<file path="config.mk">
export PLATFORM = sky130hd
export DESIGN_NAME = uart_cmd_encoder
export DESIGN_NICKNAME = d
export VERILOG_FILES = /design/src/rtl/uart_cmd_pkg.sv /design/src/rtl/uart_cmd_watchdog.sv /design/src/rtl/uart_cmd_encoder.sv
export SDC_FILE = /design/constraint.sdc
export NUM_CORES = 1
export LEC_CHECK = 0
export ABC_AREA = 1
export CAP_MARGIN = 20
export CORE_MARGIN = 10
export CORE_UTILIZATION = 50
export CTS_BUF_LIST = sky130_fd_sc_hd__clkbuf_4 sky130_fd_sc_hd__clkbuf_8 sky130_fd_sc_hd__clkbuf_16
export DETAILED_ROUTE_END_ITERATION = 12
export PLACE_DENSITY = 0.73
export RECOVER_POWER = 25
export SETUP_SLACK_MARGIN = 0.2
export SYNTH_ARGS = -nofsm -noshare
export SYNTH_HDL_FRONTEND = slang
export SYNTH_SLANG_ARGS = --single-unit
export TNS_END_PERCENT = 50
</file>
<file path="constraint.sdc">
create_clock -name clk_i -period 6.34 [get_ports clk_i]
set_input_delay 1.268 -clock clk_i [delete_from_list [all_inputs] [get_ports clk_i]]
set_output_delay 1.268 -clock clk_i [all_outputs]
set_load 0.02 [all_outputs]
</file>
<file path="src/rtl/uart_cmd_pkg.sv">
// Shared definitions for the UART command encoder: command byte codes (must match
// the receiver), command-select and FSM state enums, and the latched request record.
package uart_cmd_pkg;

    localparam logic [7:0] CMD_DATA   = 8'hD1;
    localparam logic [7:0] CMD_CTRL   = 8'hD2;
    localparam logic [7:0] CMD_FREQ   = 8'hD3;
    localparam logic [7:0] CMD_PERIOD = 8'hD4;
    localparam logic [7:0] CMD_REPEAT = 8'hD5;
    localparam logic [7:0] CMD_GLOBAL = 8'hD6;

    typedef enum logic [2:0] {
        SEL_DATA   = 3'd0,
        SEL_FREQ   = 3'd1,
        SEL_PERIOD = 3'd2,
        SEL_REPEAT = 3'd3,
        SEL_GLOBAL = 3'd4
    } cmd_sel_e;

    typedef enum logic [1:0] {
        ST_IDLE      = 2'd0,
        ST_SEND      = 2'd1,
        ST_WAIT_DONE = 2'd2
    } state_e;

    typedef struct packed {
        cmd_sel_e   cmd;
        logic [7:0] channel;
        logic [7:0] amount;
        logic [7:0] arg0;
        logic [7:0] arg1;
        logic [3:0] ctrl;
    } req_t;

    function automatic logic cmd_legal(input logic [2:0] sel);
        return sel <= 3'd4;
    endfunction

endpackage

</file>
<file path="src/rtl/uart_cmd_watchdog.sv">
// tx_done watchdog: counts cycles while armed and flags expiry so the encoder's
// registered err_tick lands TIMEOUT_CYC cycles after the byte's tx_start.
module uart_cmd_watchdog #(
    parameter int TIMEOUT_CYC = 100000
) (
    input  logic clk_i,
    input  logic rst_n,
    input  logic arm,
    input  logic kick,
    output logic expire
);
    localparam int CW = $clog2(TIMEOUT_CYC + 1);

    logic [CW-1:0] cnt;

    always_ff @(posedge clk_i or posedge rst_n) begin
        if (rst_n)
            cnt <= '0;
        else if (!arm || kick)
            cnt <= '0;
        else if (!expire)
            cnt <= cnt + 1'b1;
    end

    // arm rises one cycle after tx_start, and err_tick is registered one cycle after expire
    assign expire = arm && (cnt == CW'(TIMEOUT_CYC - 2));

endmodule

</file>
<file path="src/rtl/uart_cmd_encoder.sv">
// Serialises host command requests into UART byte frames over a start/done handshake.
// Define UART_CMD_ENCODER_TIMEOUT_EN to build in the per-byte tx_done watchdog.
module uart_cmd_encoder
    import uart_cmd_pkg::*;
#(
    parameter int DATA_BIT    = 64,
    parameter int TIMEOUT_CYC = 100000
) (
    input  logic                clk_i,
    input  logic                rst_n,
    input  logic                req_valid_i,
    output logic                req_ready_o,
    input  logic [2:0]          cmd_sel_i,
    input  logic [7:0]          channel_i,
    input  logic [7:0]          amount_i,
    input  logic [DATA_BIT-1:0] pattern_i,
    input  logic [7:0]          arg0_i,
    input  logic [7:0]          arg1_i,
    input  logic [3:0]          ctrl_i,
    output logic                tx_start_o,
    output logic [7:0]          tx_data_o,
    input  logic                tx_done_tick_i,
    output logic                frame_done_tick_o,
    output logic                err_tick_o
);
    localparam int NBYTES = DATA_BIT / 8;

    if ((DATA_BIT % 8) != 0 || DATA_BIT < 8 || TIMEOUT_CYC < 2) begin : g_bad_param
        $error("uart_cmd_encoder: DATA_BIT must be a positive multiple of 8, TIMEOUT_CYC >= 2");
    end

    state_e              state;
    req_t                req_d, req_q;
    logic [DATA_BIT-1:0] pattern_q;
    logic [7:0]          byte_idx, last_idx;
    logic                accept, req_bad;

    function automatic logic [7:0] pat_byte(input logic [DATA_BIT-1:0] pat, input int k);
        logic [DATA_BIT-1:0] sh;
        sh = pat >> (8 * k);
        return sh[7:0];
    endfunction

    // Index of the final byte of a frame (frame length minus one)
    function automatic logic [7:0] frame_last(input req_t r);
        case (r.cmd)
            SEL_DATA:               return r.amount + 8'd6;
            SEL_FREQ:               return r.amount + 8'd2;
            SEL_PERIOD, SEL_REPEAT: return 8'd2;
            default:                return 8'd1;
        endcase
    endfunction

    function automatic logic [7:0] frame_byte(input req_t r, input logic [DATA_BIT-1:0] pat,
                                              input logic [7:0] idx);
        int         i, a;
        logic [7:0] b;
        i = int'(idx);
        a = int'(r.amount);
        b = 8'h00;
        case (r.cmd)
            SEL_DATA: begin
                if (i == 0)          b = CMD_DATA;
                else if (i == 1)     b = r.channel;
                else if (i == 2)     b = r.amount;
                else if (i <= a + 3) b = pat_byte(pat, i - 3);
                else if (i == a + 4) b = CMD_CTRL;
                else if (i == a + 5) b = r.channel;
                else                 b = {4'h0, r.ctrl};
            end
            SEL_FREQ: begin
                if (i == 0)      b = CMD_FREQ;
                else if (i == 1) b = r.amount;
                else             b = pat_byte(pat, i - 2);
            end
            SEL_PERIOD: begin
                if (i == 0)      b = CMD_PERIOD;
                else if (i == 1) b = r.arg0;
                else             b = r.arg1;
            end
            SEL_REPEAT: begin
                if (i == 0)      b = CMD_REPEAT;
                else if (i == 1) b = r.channel;
                else             b = r.arg0;
            end
            default: begin
                if (i == 0)      b = CMD_GLOBAL;
                else             b = {7'h0, r.arg0[0]};
            end
        endcase
        return b;
    endfunction

    always_comb begin
        req_d         = '0;
        req_d.cmd     = cmd_sel_e'(cmd_sel_i);
        req_d.channel = channel_i;
        req_d.amount  = amount_i;
        req_d.arg0    = arg0_i;
        req_d.arg1    = arg1_i;
        req_d.ctrl    = ctrl_i;
    end

    assign accept  = req_valid_i && req_ready_o;
    assign req_bad = !cmd_legal(cmd_sel_i) || (int'(amount_i) > NBYTES - 1);

`ifdef UART_CMD_ENCODER_TIMEOUT_EN
    logic wd_expire;

    uart_cmd_watchdog #(
        .TIMEOUT_CYC(TIMEOUT_CYC)
    ) u_watchdog (
        .clk_i (clk_i),
        .rst_n (rst_n),
        .arm   (state == ST_WAIT_DONE),
        .kick  (tx_done_tick_i),
        .expire(wd_expire)
    );
`endif

    always_ff @(posedge clk_i or posedge rst_n) begin
        if (rst_n) begin
            state             <= ST_IDLE;
            req_q             <= '0;
            pattern_q         <= '0;
            byte_idx          <= '0;
            last_idx          <= '0;
            req_ready_o       <= 1'b1;
            tx_start_o        <= 1'b0;
            tx_data_o         <= 8'h00;
            frame_done_tick_o <= 1'b0;
            err_tick_o        <= 1'b0;
        end else begin
            tx_start_o        <= 1'b0;
            frame_done_tick_o <= 1'b0;
            err_tick_o        <= 1'b0;
            case (state)
                ST_IDLE: begin
                    if (accept) begin
                        byte_idx <= '0;
                        // Bad requests are consumed without sending; ready stays high
                        if (req_bad) begin
                            err_tick_o <= 1'b1;
                        end else begin
                            req_q       <= req_d;
                            pattern_q   <= pattern_i;
                            last_idx    <= frame_last(req_d);
                            tx_start_o  <= 1'b1;
                            tx_data_o   <= frame_byte(req_d, pattern_i, 8'd0);
                            req_ready_o <= 1'b0;
                            state       <= ST_SEND;
                        end
                    end
                end
                ST_SEND: state <= ST_WAIT_DONE;
                ST_WAIT_DONE: begin
                    if (tx_done_tick_i) begin
                        if (byte_idx == last_idx) begin
                            frame_done_tick_o <= 1'b1;
                            req_ready_o       <= 1'b1;
                            byte_idx          <= '0;
                            state             <= ST_IDLE;
                        end else begin
                            byte_idx   <= byte_idx + 8'd1;
                            tx_start_o <= 1'b1;
                            tx_data_o  <= frame_byte(req_q, pattern_q, byte_idx + 8'd1);
                            state      <= ST_SEND;
                        end
                    end
`ifdef UART_CMD_ENCODER_TIMEOUT_EN
                    else if (wd_expire) begin
                        err_tick_o  <= 1'b1;
                        req_ready_o <= 1'b1;
                        byte_idx    <= '0;
                        state       <= ST_IDLE;
                    end
`endif
                end
                default: begin
                    req_ready_o <= 1'b1;
                    state       <= ST_IDLE;
                end
            endcase
        end
    end

endmodule

</file>
==> metrics.md <==
| Metric | Value |
|---|---|
| Outcome | completed |
| Vias in the first global route | 7,652 |
| Routed len/inst | 17.1 µm |
| Reg-to-reg endpoint | tx_data_o[3] |
| Worst IR drop on VDD | 0.187 mV |
| Global-route wire length before repair | 40.3 mm |
| Sequential area share after synthesis | 39.8% |
| Die X | 149 µm |
| Clk Latency, worst-skew pair | 0.43 ns |
| Critical Path End Type | flop |
| Final wirelength | 25.4 mm |
| Gpl congestion | 0.969 |
| Via density | 5.38 |
| Num rows | 47 |
| Tmin final | 4.85 ns |
| Setup Buffers After CTS | 0 |
| Clock slew at reported path FFs | 0.07 ns |
| Post-cts sizing count | 0 |
| Drt first-iter violations | 813 |
| Grt ovf | 0 |
| Layout cell share with drive strength beyond 1 | 7.60% |
| Die Area | 22,300 µm² |
| All-Layer GR Usage | 22.7% |
| ANT cells | 0 |
| Die Y | 149 µm |
| Synth area leader | dfrtp_1 |
| Worst R2R Path Depth | 14 |
| Top Ports | 119 |
| Kind of critical path | flop to flop |
| Clock tree buffer depth | 2 |
| Initial antenna violation count | 0 |
| Via count | 7,977 |
| Final number of setup-violating endpoints | 0 |
| Asr flop ratio synth | 100% |
| Min-delay src | req_q[1] |
| Area delta synth->final | 22.1% |
| PD cells | 269 nW/µm² |
| Layout Utilization | 61.9% |
| Hold Slack | 0.473 ns |
| Area of the mapped netlist | 8380 µm² |
| Post-synth cell types | 51 |
| CP Launch Type | flop |
| Num CTS Buffers | 17 |
| Input/output buffers | 118 |
| Final #Nets | 1,375 |
| H-tree levels | 4 |
| # DRC | 0 |
| RSZ-0062 raised after global routing | false |
| Hold crit path type | flop to flop |
| Setup Total Neg Slack | 0 ns |
| Critical Path RT | 6.71 ns |
| Post-DP Area | 9600 µm² |
| Post-synth EDFFs | 0 |
| Antenna Nets Post-Route | 0 |
| Worst reg2reg startpoint | byte_idx[0] |
| DPL Wire Length | 18.9 mm |
| Mean post-synth cell area | 7.20 µm² |
| CTS sink cnt | 133 |
| Synthesis-stage register bit count | 133 |
| Rel. slew slack | 29.2% |
| Post-Syn Instances | 1,164 |
| Core area | 16,500 µm² |
| CTS tree | done |
| Peak Freq | 206 MHz |
| Post-synth net total | 1,289 |
| Layout fillers | 1,512 |
| Design Area, Final | 10,200 µm² |
| Worst Skew | 0.0114 ns |
| Leakage | 4.80 nW |
| First drt pass iteration count | 6 |
| Tcrit/Tclk final | 76.4% |
| Largest net degree at the start of global routing | 130 |
| Final Max Tran Viols | 0 |
| Slew @ Worst Pin | 1.06 ns |
| Root buf cell | clkbuf_16 |
| Max cap viols | 0 |
| Crit-path max FO | 129 |
| Ys flop type | dfrtp_1 |
| Top-area cell type share of the netlist area | 39.4% |
| Initial core utilization | 50.7% |
| Final Total Pwr | 2.75 mW |
| Most common cell in the synthesized netlist | nand2_1 |
| Worst Hold Path Cells | 2 |
| Reg2reg setup slack | 1.49 ns |
| List of most frequent post-synthesis cells | nand2_1 (292), o21ai_0 (176), inv_1 (140) |
| Number of hold buffers added after CTS | 0 |
| CP arrival | 5.21 ns |
| Fin. Hold Viols | 0 |
| Worst Hold End | req_q[1] |
| Yosys warning count | 0 |
| Main area contributors after synthesis | dfrtp_1 (39%), nand2_1 (13%), o21ai_0 (11%), inv_1 (6.3%), a21oi_1 (4.5%) |
critical path: stages (launching register included):
cell and delay (ns):
dfrtp_4 1.10, clkinv_1 0.54, ha_1 0.96, inv_1 0.56, ha_1 0.38, nand3_1 0.10
xor2_1 0.14, nand2_1 0.07, nor2_2 0.22, nand3_1 0.18, a21oi_1 0.20, a2111oi_0 0.09
nand2_1 0.09, nand2_1 0.05, nand2_1 0.05
through the flow:
stage | setup WS [ns] | std cells
after floorplan | 1.52 | 1164
after global placement | 1.61 | 1449
after detailed placement | 1.56 | 1449
after CTS | 1.56 | 1481
after global routing | 0.964 | 1483
final | 1.49 | 1483
metal layers:
| layer | vias up | GRT usage (%) | routed length (µm) |
|---|---|---|---|
| met4 | 0 | 4.71 | 287 |
| met1 | 3661 | 30.0 | 10900 |
| met5 | - | 0 | 0 |
| met2 | 327 | 37.2 | 12300 |
| met3 | 22 | 5.37 | 1880 |
| li1 | 3967 | - | - |
worst max path at each step:
stage                     slack (ns)         from            to
after floorplan                 1.52        rst_n   byte_idx[0]
after global placement          1.61  byte_idx[0]  tx_data_o[3]
after detailed placement        1.56  byte_idx[0]  tx_data_o[3]
after CTS                       1.56  byte_idx[0]  tx_data_o[3]
after global routing            0.96  byte_idx[0]  tx_data_o[6]
final                           1.49  byte_idx[0]  tx_data_o[3]
area by class of cell:
class / count / area, µm² / area share (%)
Sequential cell: 133 / 3330 / 32.6
Clock buffer: 18 / 433 / 4.23
Clock inverter: 14 / 141 / 1.38
Multi-Input combinational cell: 816 / 4180 / 40.9
Inverter: 157 / 593 / 5.80
Tap cell: 220 / 275 / 2.69
Timing Repair Buffer: 125 / 1270 / 12.4
cells by family (layout without fill, tap and decap cells):
family | after synthesis | after routing | synth area share, %
buf+inv | 215 | 314 | 10.5
flops | 133 | 133 | 39.8
fa+ha+maj | 18 | 18 | 2.78
simple gates | 461 | 461 | 24.2
compound gates | 311 | 311 | 20.0
xor+xnor | 26 | 26 | 2.81
power by group:
part           switching, mW  internal (mW)
clock network          0.414          0.556
registers              0.115           1.02
logic                  0.385          0.262
total                  0.914           1.84
flip-flops by register name (all words and copies together), names as in the netlist:
register and count:
pattern_q 64, req_q 39, byte_idx 8, last_idx 8, tx_data_o 8, state 2, err_tick_o 1, frame_done_tick_o 1
req_ready_o 1, tx_start_o 1
cell usage in the layout (no fill, tap or decap), drive strengths merged, types with 3 or more instances in the layout:
master | netlist | routed
o2111ai | 4 | 4
or2 | 5 | 5
dfrtp | 132 | 132
xor2 | 21 | 21
o22ai | 9 | 9
nor4 | 3 | 3
nand3b | 4 | 4
o211ai | 13 | 13
nand3 | 67 | 67
a31oi | 4 | 4
nand2 | 311 | 311
buf | 35 | 6
xnor2 | 5 | 5
clkdlybuf4s50 | 0 | 116
clkinvlp | 0 | 3
inv | 153 | 160
nor2 | 49 | 49
clkinv | 4 | 7
ha | 17 | 17
a21oi | 75 | 75
clkbuf | 23 | 19
o21ai | 194 | 194
nand4 | 12 | 12
nor3 | 10 | 10
Note: power is estimated with default switching activity, not from simulation.
